**config.mk**
```make
export PLATFORM = sky130hd
export DESIGN_NAME = score_logger
export DESIGN_NICKNAME = d
export VERILOG_FILES = /design/src/rtl/score_pkg.sv /design/src/rtl/score_logger.sv
export SDC_FILE = /design/constraint.sdc
export NUM_CORES = 1
export LEC_CHECK = 0
export ABC_AREA = 1
export BUFFER_PORTS_ARGS = -buffer_cell sky130_fd_sc_hd__buf_2
export CAP_MARGIN = 20
export CELL_PAD_IN_SITES_DETAIL_PLACEMENT = 0
export CELL_PAD_IN_SITES_GLOBAL_PLACEMENT = 1
export CORE_MARGIN = 2
export CORE_UTILIZATION = 40
export DETAILED_ROUTE_END_ITERATION = 6
export GPL_ROUTABILITY_DRIVEN = 0
export PLACE_DENSITY = 0.85
export SETUP_SLACK_MARGIN = 0.1
export SLEW_MARGIN = 20
export SYNTH_ARGS = -nofsm -noshare
export SYNTH_HDL_FRONTEND = slang
export SYNTH_SLANG_ARGS = --single-unit
```
**constraint.sdc**
```tcl
create_clock -name clock -period 2.52 [get_ports clock]
set_input_delay 0.504 -clock clock [delete_from_list [all_inputs] [get_ports clock]]
set_output_delay 0.504 -clock clock [all_outputs]
set_load 0.01 [all_outputs]
```
**src/rtl/score_pkg.sv**
```systemverilog
// Shared widths and FSM state encoding for the score logger.
package score_pkg;

    localparam int SCORE_W = 10;
    localparam int ADDR_W  = 5;
    localparam int DEPTH   = 2 ** ADDR_W;

    typedef enum logic [1:0] {
        IDLE  = 2'd0,
        WRITE = 2'd1,
        CLEAR = 2'd2
    } state_t;

endpackage

```
**src/rtl/score_logger.sv**
```systemverilog
// Logs final game scores into a circular score memory and can wipe the whole
// memory on request; every output comes straight from a flop.
module score_logger
    import score_pkg::state_t, score_pkg::IDLE, score_pkg::WRITE, score_pkg::CLEAR;
#(
    parameter int SCORE_W = score_pkg::SCORE_W,
    parameter int ADDR_W  = score_pkg::ADDR_W
) (
    input  logic               clock,
    input  logic               reset,
    input  logic               game_over,
    input  logic [SCORE_W-1:0] score,
    input  logic               clear_req,
    output logic [ADDR_W-1:0]  address,
    output logic [SCORE_W-1:0] data,
    output logic               wren,
    output logic               busy,
    output logic [ADDR_W:0]    entries,
    output logic               overrun
);

    localparam int                DEPTH       = 2 ** ADDR_W;
    localparam logic [ADDR_W-1:0] ADDR_LAST   = ADDR_W'(DEPTH - 1);
    localparam logic [ADDR_W:0]   ENTRIES_MAX = (ADDR_W + 1)'(DEPTH);

    state_t              state, state_nxt;
    logic [ADDR_W-1:0]   wr_ptr, wr_ptr_nxt;
    logic                pend_clear, pend_clear_nxt;
    logic [ADDR_W-1:0]   address_nxt;
    logic [SCORE_W-1:0]  data_nxt;
    logic                wren_nxt, busy_nxt, overrun_nxt;
    logic [ADDR_W:0]     entries_nxt;

    // NOTE: every signal gets a default before the case so no path leaves it unassigned (no latches).
    always_comb begin
        state_nxt      = state;
        wr_ptr_nxt     = wr_ptr;
        pend_clear_nxt = pend_clear;
        address_nxt    = address;
        data_nxt       = data;
        wren_nxt       = 1'b0;
        busy_nxt       = 1'b0;
        entries_nxt    = entries;
        overrun_nxt    = overrun;

        case (state)
            IDLE: begin
                // A simultaneous clear loses to the game but is remembered.
                if (game_over) begin
                    state_nxt      = WRITE;
                    address_nxt    = wr_ptr;
                    data_nxt       = score;
                    wren_nxt       = 1'b1;
                    busy_nxt       = 1'b1;
                    pend_clear_nxt = pend_clear | clear_req;
                end else if (clear_req || pend_clear) begin
                    state_nxt      = CLEAR;
                    address_nxt    = '0;
                    data_nxt       = '0;
                    wren_nxt       = 1'b1;
                    busy_nxt       = 1'b1;
                    pend_clear_nxt = 1'b0;
                end
            end

            WRITE: begin
                wr_ptr_nxt = wr_ptr + ADDR_W'(1);
                if (entries != ENTRIES_MAX) begin
                    entries_nxt = entries + (ADDR_W + 1)'(1);
                end
                if (game_over) begin
                    overrun_nxt = 1'b1;
                end
                if (clear_req || pend_clear) begin
                    state_nxt      = CLEAR;
                    address_nxt    = '0;
                    data_nxt       = '0;
                    wren_nxt       = 1'b1;
                    busy_nxt       = 1'b1;
                    pend_clear_nxt = 1'b0;
                end else begin
                    state_nxt = IDLE;
                end
            end

            CLEAR: begin
                if (game_over || clear_req) begin
                    overrun_nxt = 1'b1;
                end
                // The address output doubles as the sweep counter.
                if (address == ADDR_LAST) begin
                    state_nxt      = IDLE;
                    wr_ptr_nxt     = '0;
                    entries_nxt    = '0;
                    overrun_nxt    = 1'b0;
                    pend_clear_nxt = 1'b0;
                end else begin
                    address_nxt = address + ADDR_W'(1);
                    wren_nxt    = 1'b1;
                    busy_nxt    = 1'b1;
                end
            end

            default: begin
                state_nxt = IDLE;
            end
        endcase
    end

    // NOTE: state is updated only with non-blocking assignments so all flops see pre-edge values.
    always_ff @(posedge clock) begin
        if (reset) begin
            state      <= IDLE;
            wr_ptr     <= '0;
            pend_clear <= 1'b0;
            address    <= '0;
            data       <= '0;
            wren       <= 1'b0;
            busy       <= 1'b0;
            entries    <= '0;
            overrun    <= 1'b0;
        end else begin
            state      <= state_nxt;
            wr_ptr     <= wr_ptr_nxt;
            pend_clear <= pend_clear_nxt;
            address    <= address_nxt;
            data       <= data_nxt;
            wren       <= wren_nxt;
            busy       <= busy_nxt;
            entries    <= entries_nxt;
            overrun    <= overrun_nxt;
        end
    end

endmodule

```
# ---- Yosys cells after proc, flatten, opt, wreduce, memory -nomap -nowiden
# Cells that the tools add are included.
dict set report classes {
  reduce_logical 12
  bitwise_logic 1
  addsub 3
  n_eq_ne 10
  n_mux 29
}
# operator n
set op_table {}
lappend op_table {{$mux W10} 2}
lappend op_table {{$mux W5} 4}
lappend op_table {{$pmux W10 S2} 1}
lappend op_table {{$pmux W5 S3} 1}
lappend op_table {{$mux W6} 2}
lappend op_table {{$pmux W6 S2} 1}
lappend op_table {{$add A5 B1 Y5 const B} 2}
lappend op_table {{$pmux W5 S2} 1}
lappend op_table {{$mux W1} 9}
lappend op_table {{$mux W2} 4}
lappend op_table {{$ne A2 B2 Y1 const B} 4}
lappend op_table {{$reduce_and A2 Y1} 4}
lappend op_table {{$add A6 B1 Y6 const B} 1}
lappend op_table {{$ne A3 B3 Y1 const B} 2}
lappend op_table {{$ne A6 B6 Y1 const B} 1}
lappend op_table {{$pmux W1 S3} 2}
lappend op_table {{$pmux W2 S3} 1}
lappend op_table {{$reduce_and A3 Y1} 2}
lappend op_table {{$eq A5 B5 Y1 const B} 1}
lappend op_table {{$reduce_bool A2 Y1} 2}
lappend op_table {{$reduce_bool A3 Y1} 1}
lappend op_table {{$eq A2 B1 Y1 const B} 1}
lappend op_table {{$eq A2 B2 Y1 const B} 1}
lappend op_table {{$logic_not A2 Y1} 1}
lappend op_table {{3 further kinds} 4}
dict set report totals {
  elab_cells 63
  register_bits 31
  input_bits 14
  out_inout_bits 24
}

# ---- Longest topological paths before layout
# Gate-level depths: netlist (run 1).
dict set report depth {
  depth_word 4
  depth_mapped 11
}

# ---- Least setup slack after synthesis (run 1)
# Ideal clock, no wire load.
dict set report synth_path {
  path_kind {flip-flop to flip-flop}
  from {register address[0]}
  to {register entries[5]}
  n_path_buf 0
  slack_ps 858
  arrival_ps 1534
  stages_incl_launch_ff 12
  path_cell_list {dfxtp_1 > ha_1 > nand2_1 > nor2_1 > ha_1 > nand2_2 > nand2_1 > nand2_1 > inv_2 > nor2_1 > nor2_1 > nor2_1}
}
dict set report synth_via {
  elab_chain_cells 3
}
# item line
set synth_rtl {}
lappend synth_rtl {{start, declared} score_logger.sv:14} ;# output logic [ADDR_W-1:0] address,
lappend synth_rtl {{start signal, assigned} score_logger.sv:126} ;# address <= address_nxt;
lappend synth_rtl {{$eq A5 B5 Y1} score_logger.sv:91} ;# if (address == ADDR_LAST) begin
lappend synth_rtl {{$ne A2 B2 Y1 (no source line)} n/a}
lappend synth_rtl {{$reduce_and A3 Y1 (no source line)} n/a}
lappend synth_rtl {{end signal, assigned} score_logger.sv:130} ;# entries <= entries_nxt;
lappend synth_rtl {{end, declared} score_logger.sv:18} ;# output logic [ADDR_W:0] entries,
# No other way between the ends.
# A chain may end at the register's enable or synchronous reset.

# ---- Worst setup path in the final report (run 1)
# Ends and elaborated chain as after synthesis.

==> flow_metrics.py, run 1 <==
metrics = {
    "power_and_ir_drop": {
        "power.density_nw_per_um2": 748,
        "p_leak_nw": 0.890,
        "worst_ir_drop_vdd_v": 0.000400,
    },
    "sta": {
        "hold_viol": 0,
        "least_setup_slack_across_all_paths_after_layout_ns": 0.663,
        "hold-worst-slack_ns": 0.445,
        "report.final.slew_viol_count": 0,
        "rsz_0062_raised_after_global_routing": "false",
        "clock_skews_ns": 0.00347,
        "timing.fmax_mhz": 538,
        "final.setup.tns_ns": 0,
        "period_share_pct": 73.7,
        "final-setup-viol-count": 0,
        "worst_pin_slew_ns": 0.680,
        "slew_headroom_pct": 54.4,
        "clock_period_minus_worst_slack_ns": 1.86,
    },
    "die": {
        "top_level_ports": 38,
        "die_area_um2": 4690,
        "die_h_um": 68.5,
        "initial_core_util_pct": 41.6,
        "fp.coreArea_um2": 4000,
        "die_w_um": 68.5,
        "floorplan.rows": 23,
    },
    "cts": {
        "insertion_delay_to_the_later_sink_of_the_worst_skew_pair_ns": 0.29,
        "cts_made_buffers": 5,
        "ctsResizeCount": 0,
        "clkTransAtPathRegs_ns": 0.07,
        "cts.htree.levels": 2,
        "clkSinkCount": 31,
        "hold_buffers": 0,
        "ctsRootBufferMaster": "clkbuf_8",
        "cts_tree": "built",
        "cts_setup_buffers": 0,
        "cts_buffer_depth": 2,
    },
    "yosys": {
        "synthCells": 241,
        "ys_seq_elements": 31,
        "yosys.cell_types.count": 26,
        "yosysWarningCount": 0,
        "synth-seq-area-share_pct": 37.3,
        "mappedNetlistNets": 264,
        "summed_instance_area_of_the_synthesized_netlist_um2": 1660,
        "syn-mean-instance-area_um2": 6.90,
    },
    "detailed_routing": {
        "detail_route.iter0.violations": 79,
        "route.vias.total": 1621,
        "ant_nets": 0,
        "post-route-drc-count": 0,
        "drt-vias-per-instance": 4.93,
        "detailedRoute.firstPassIterationCount": 4,
        "wire_per_inst_um": 12.1,
        "drt-total-wl_mm": 3.99,
    },
    "job": {
        "max-cap-violations": 0,
    },
    "layout": {
        "commonest_cells_after_routing_fill_and_taps_aside": "58 x nand2_1, 37 x buf_2, 31 x dfxtp_1",
        "n_antenna_cell": 0,
        "final_layout_size_suffix_gt1_share_pct": 19.4,
        "areaGrowthSynthToFinish_pct": 18.8,
        "instances_no_fill": 329,
        "fin_nets": 301,
        "most_common_cell_after_layout_fill_and_taps_aside": "nand2_1",
    },
    "hold_path": {
        "hp-class": "reg2reg",
    },
    "place": {
        "post-place-cells": 321,
        "dpl_worst_slack_ns": 0.694,
        "count_of_input_and_output_buffers": 37,
        "detailed_placer_s_ending_hpwl_mm": 2.80,
    },
    "global_route": {
        "first_global_vias": 1488,
        "number_of_antenna_violations_at_the_first_check_in_global_routing": 0,
        "grt_first_pass_wirelength_mm": 6.59,
        "largest_net_degree_at_the_start_of_global_routing": 23,
        "globalRouteOverflowTotal": 0,
        "gr-usage-all-layers_pct": 19.0,
    },
    "worst_setup_path": {
        "timing.critical_path.slowest_stage_cell": "dfxtp_1",
        "timing.critical_path.slowest_cell_delay_ns": 0.44,
        "critical_path.endpoint_type": "flop",
        "crit_path_start_kind": "flop",
        "critical_path.cell_chain": "ha_1, nand2_1, nor2_1, ha_1, nand2_2, nand2_1, nand2_1, inv_2, nor2_1, nor2_1, nor2_1",
        "data_required_time_at_the_worst_endpoint_ns": 2.69,
        "critPathKind": "reg2reg",
        "cp.arrival_ns": 2.03,
        "worstPathMaxFanout": 7,
        "critical_path.most_common_cell": "nor2_1",
    },
    "run_status": {
        "status": "completed",
    },
}
[state kept, by name, indices dropped and copies added, names as in the netlist]
name and count:
busy 1, entries 6, data 10, pend_clear 1, overrun 1, state 2
address 5, wr_ptr 5
[where the power goes]
part,total [mW],switching [mW],internal [mW]
combinational,0.367,0.239,0.128
sequential,0.586,0.0442,0.542
clock,0.525,0.205,0.320
[cell families (layout without fill, tap and decap cells)]
group           count (synthesis)  count (layout)  synth area share [%]
simple gates                  111             111                  28.1
compound gates                 56              56                  18.2
buf+inv                        33              71                  9.03
flops                          31              31                  37.3
fa+ha+maj                       9               9                  6.77
xor+xnor                        1               1                 0.527
[area by class of cell]
class                   count  area, um2
repair buffers             37        185
clock buffers               6       82.6
fillers                   394       2020
clock inverters             2       35.0
well taps                  50       62.6
multi-input cells         177        892
flip-flops and latches     31        621
inverters                  26       97.6
[per-layer routing]
layer | GRT usage, % | routed length (um)
met1 | 23.6 | 1920
met2 | 31.0 | 1810
met3 | 5.59 | 212
met4 | 6.75 | 49
met5 | 0 | 0
[Yosys cell counts]
cell type	instances	area, um2
nand2_2	2	12.5
nor3_4	1	16.3
nand3_1	15	75.1
a21o_2	1	8.76
nor3_1	2	10.0
nand2_1	58	218
inv_1	23	86.3
buf_6	1	11.3
nor2_1	28	105
o21ai_1	4	20.0
nor2_2	2	12.5
dfxtp_1	31	621
clkbuf_1	3	11.3
nor4_1	1	6.26
a211oi_1	3	22.5
buf_8	1	15.0
o22ai_1	1	6.26
buf_4	2	15.0
o21bai_1	2	15.0
ha_1	9	113
inv_2	3	11.3
o21ai_0	16	80.1
xor2_1	1	8.76
a21oi_1	25	125
a31oi_1	4	25.0
nand4_1	2	12.5
[critical path, delay by kind of cell (launching register included)]
kind | cells | cell delay (ns)
DFF | 1 | 0.44
and+or+nand+nor | 8 | 0.72
buffers and inverters | 1 | 0.16
adders and majority gates | 2 | 0.41
[per-stage QoR]
stage / util, % / power, mW / area [um2]
2_1_floorplan: - / 0.862 / 1660
3_3_place_gp: 46.4 / 0.965 / 1860
3_5_place_dp: 46.4 / 0.965 / 1860
4_1_cts: 49.4 / 1.50 / 1980
5_1_grt: 49.4 / 1.58 / 1980
6_report: 49.4 / 1.48 / 1980
[final timing paths]
kind | startpoint | end | slack [ns] | cells after the start
setup reg to reg | address[0]$_SDFFE_PP0P_ | entries[5]$_SDFFE_PP0P_ | 0.66 | 11
hold / removal | overrun$_SDFFE_PP0P_ | overrun$_SDFFE_PP0P_ | 0.45 | 2
hold reg to reg | overrun$_SDFFE_PP0P_ | overrun$_SDFFE_PP0P_ | 0.45 | 2
setup / recovery | address[0]$_SDFFE_PP0P_ | entries[5]$_SDFFE_PP0P_ | 0.66 | 11
No activity file was read; power rests on OpenSTA's default activity.
==> run 2: changes to the inputs <==
--- a/config.mk
+++ b/config.mk
@@ -11,10 +11,10 @@
 export CELL_PAD_IN_SITES_DETAIL_PLACEMENT = 0
 export CELL_PAD_IN_SITES_GLOBAL_PLACEMENT = 1
 export CORE_MARGIN = 2
-export CORE_UTILIZATION = 40
+export CORE_UTILIZATION = 37
 export DETAILED_ROUTE_END_ITERATION = 6
 export GPL_ROUTABILITY_DRIVEN = 0
-export PLACE_DENSITY = 0.85
+export PLACE_DENSITY = 0.8
 export SETUP_SLACK_MARGIN = 0.1
 export SLEW_MARGIN = 20
 export SYNTH_ARGS = -nofsm -noshare
==> constraint.sdc (replaced) <==
create_clock -name clock -period 1.8 [get_ports clock]
set_input_delay 0.36 -clock clock [delete_from_list [all_inputs] [get_ports clock]]
set_output_delay 0.36 -clock clock [all_outputs]
set_load 0.01 [all_outputs]
==> flow_metrics.py, run 2 (synthesized netlist as in run 1, its figures left out) <==
metrics = {
    "sta": {
        "hold_viol": 0,
        "clock_skews_ns": 0.00340,
        "timing.fmax_mhz": 634,
        "final-setup-viol-count": 0,
        "clock_period_minus_worst_slack_ns": 1.58,
        "period_share_pct": 87.6,
        "worst_pin_slew_ns": 0.404,
        "report.final.slew_viol_count": 0,
        "final.setup.tns_ns": 0,
        "slew_headroom_pct": 73.0,
        "least_setup_slack_across_all_paths_after_layout_ns": 0.222,
        "rsz_0062_raised_after_global_routing": "true",
    },
    "job": {
        "max-cap-violations": 0,
    },
    "worst_setup_path": {
        "last_element_of_the_critical_path": "entries[5]$_SDFFE_PP0P_",
        "critical_path.most_common_cell": "nor2_1",
        "startpoint": "address[0]$_SDFFE_PP0P_",
        "path_depth": 11,
        "rr_endpoint": "entries[5]$_SDFFE_PP0P_",
        "ff2ff_path_depth": 11,
        "regToRegStartpoint": "address[0]$_SDFFE_PP0P_",
        "timing.critical_path.slowest_cell_delay_ns": 0.34,
        "timing.critical_path.slowest_stage_cell": "dfxtp_1",
        "critPathTopFamily": "simple AND/OR/NAND/NOR gates",
        "cp_num_buf_inv": 1,
        "critical_path.endpoint_type": "flop",
        "critPathKind": "reg2reg",
        "worstPathMaxFanout": 7,
        "crit_path_start_kind": "flop",
        "cp.arrival_ns": 1.75,
        "r2r_setup_slack_ns": 0.22,
        "critical_path.cell_chain": "ha_2, nand2_1, nor2_2, ha_2, nand2_2, nand2_2, nand2_4, inv_4, nor2_1, nor2_1, nor2_1",
        "data_required_time_at_the_worst_endpoint_ns": 1.97,
    },
    "power_and_ir_drop": {
        "share_comb_of_total_power_pct": 29.2,
        "finalPower_mw": 2.14,
        "power.density_nw_per_um2": 1010,
        "intPower_mw": 1.45,
        "p_sw_share_pct": 32.4,
        "power_frac_seq_pct": 37.5,
        "worst_ir_drop_vdd_v": 0.000530,
        "p_switching_mw": 0.695,
        "clock_power_share_pct": 33.3,
        "p_leak_nw": 0.948,
    },
    "detailed_routing": {
        "detail_route.iter0.violations": 141,
        "route.vias.total": 1695,
        "wire_per_inst_um": 12.1,
        "drt-total-wl_mm": 4.16,
        "ant_nets": 0,
        "detailedRoute.firstPassIterationCount": 4,
        "post-route-drc-count": 0,
        "drt-vias-per-instance": 4.91,
    },
    "place": {
        "count_of_input_and_output_buffers": 37,
        "detailed_placer_s_ending_hpwl_mm": 3.02,
        "dpl_worst_slack_ns": 0.0437,
    },
    "die": {
        "initial_core_util_pct": 38.2,
        "top_level_ports": 38,
        "floorplan.rows": 24,
        "die_area_um2": 5050,
        "fp.coreArea_um2": 4350,
        "die_h_um": 71.0,
        "die_w_um": 71.0,
    },
    "cts": {
        "cts_tree": "built",
        "cts_buffer_depth": 2,
        "clkTransAtPathRegs_ns": 0.07,
        "ctsRootBufferMaster": "clkbuf_8",
        "hold_buffers": 0,
        "clkSinkCount": 31,
        "cts.htree.levels": 2,
        "cts_made_buffers": 5,
        "insertion_delay_to_the_later_sink_of_the_worst_skew_pair_ns": 0.27,
    },
    "layout": {
        "area.sequential_um2": 621,
        "regMostFlops": "data",
        "final.fill_count": 458,
        "multi_input_comb_area_um2": 938,
        "layout_top_registers": "data: 10 flops, entries: 6 flops",
        "largest_reg_flops": 10,
        "n_antenna_cell": 0,
        "commonest_cells_after_routing_fill_and_taps_aside": "56 x nand2_1, 37 x buf_2, 31 x dfxtp_1",
        "most_common_cell_after_layout_fill_and_taps_aside": "nand2_1",
        "final_layout_size_suffix_gt1_share_pct": 27.0,
        "areaGrowthSynthToFinish_pct": 27.8,
        "fin_nets": 315,
    },
    "global_route": {
        "first_global_vias": 1495,
        "gr-usage-all-layers_pct": 17.0,
        "grt_first_pass_wirelength_mm": 6.96,
        "number_of_antenna_violations_at_the_first_check_in_global_routing": 0,
        "largest_net_degree_at_the_start_of_global_routing": 18,
        "globalRouteOverflowTotal": 0,
    },
    "hold_path": {
        "hp-class": "in2reg",
    },
    "run_status": {
        "status": "completed",
    },
}
run 2: changes by cell type in the layout (fill, tap and decap cells not counted), moves of 2 or more:
cell	change
buf_4	+13
ha_1	-5
ha_2	+5
nand2_1	-2
run 2: worst register-to-register path, cell delays in order, from the launching register on:
cell and delay, ns:
dfxtp_1 0.34, ha_2 0.19, nand2_1 0.06, nor2_2 0.11, ha_2 0.20, nand2_2 0.09, nand2_2 0.11, nand2_4 0.09
inv_4 0.10, nor2_1 0.04, nor2_1 0.09, nor2_1 0.04
run 2: per-layer routing:
metal / vias up / part of all wire (%) / global-route usage [%]
li1: 895 / - / -
met1: 747 / 49 / 24.3
met2: 51 / 45 / 26.6
met3: 2 / 5.3 / 3.70
met4: 0 / 0.38 / 3.14
met5: - / 0 / 0
run 2: timing repair:
item / CTS / global route
pin swaps: 0 / 2
endpoints found under the setup margin: 8 / 25
gates cloned: 0 / 1
gates resized for setup: 2 / 12
setup buffers: 0 / 2
run 2: cell type report:
class,count,area share [%]
clock buffers,6,3.89
clock inverters,2,1.65
repair buffers,50,13.3
flip-flops and latches,31,29.2
inverters,26,4.71
multi-input cells,178,44.2
well taps,52,3.06
run 2: stage by stage:
step	cells	hold slack, ns	cell area, um2	utilization, %
2_1_floorplan	241	0.437	1660	-
3_3_place_gp	334	0.435	1940	44.6
3_5_place_dp	334	0.445	1940	44.6
4_1_cts	342	0.328	2070	47.5
5_1_grt	345	0.337	2120	48.8
6_report	345	0.330	2120	48.8
run 2: worst min path at each step:
stage	from	to	slack, ns	cells after the start
after floorplan	wr_ptr[4]$_SDFFE_PP0P_	wr_ptr[4]$_SDFFE_PP0P_	0.44	1
after global placement	overrun$_SDFFE_PP0P_	overrun$_SDFFE_PP0P_	0.44	2
after detailed placement	overrun$_SDFFE_PP0P_	overrun$_SDFFE_PP0P_	0.44	2
after CTS	score[5]	data[5]$_SDFFE_PP0P_	0.33	3
after global routing	score[3]	data[3]$_SDFFE_PP0P_	0.34	3
final	score[3]	data[3]$_SDFFE_PP0P_	0.33	3
run 2: power by group through the flow:
stage	Combinational, mW	Clock, mW	Sequential, mW
final	0.626	0.715	0.804
after global routing	0.703	0.758	0.814
after CTS	0.591	0.726	0.804
after detailed placement	0.586	0	0.818
after global placement	0.588	0	0.817
after floorplan	0.353	0	0.853
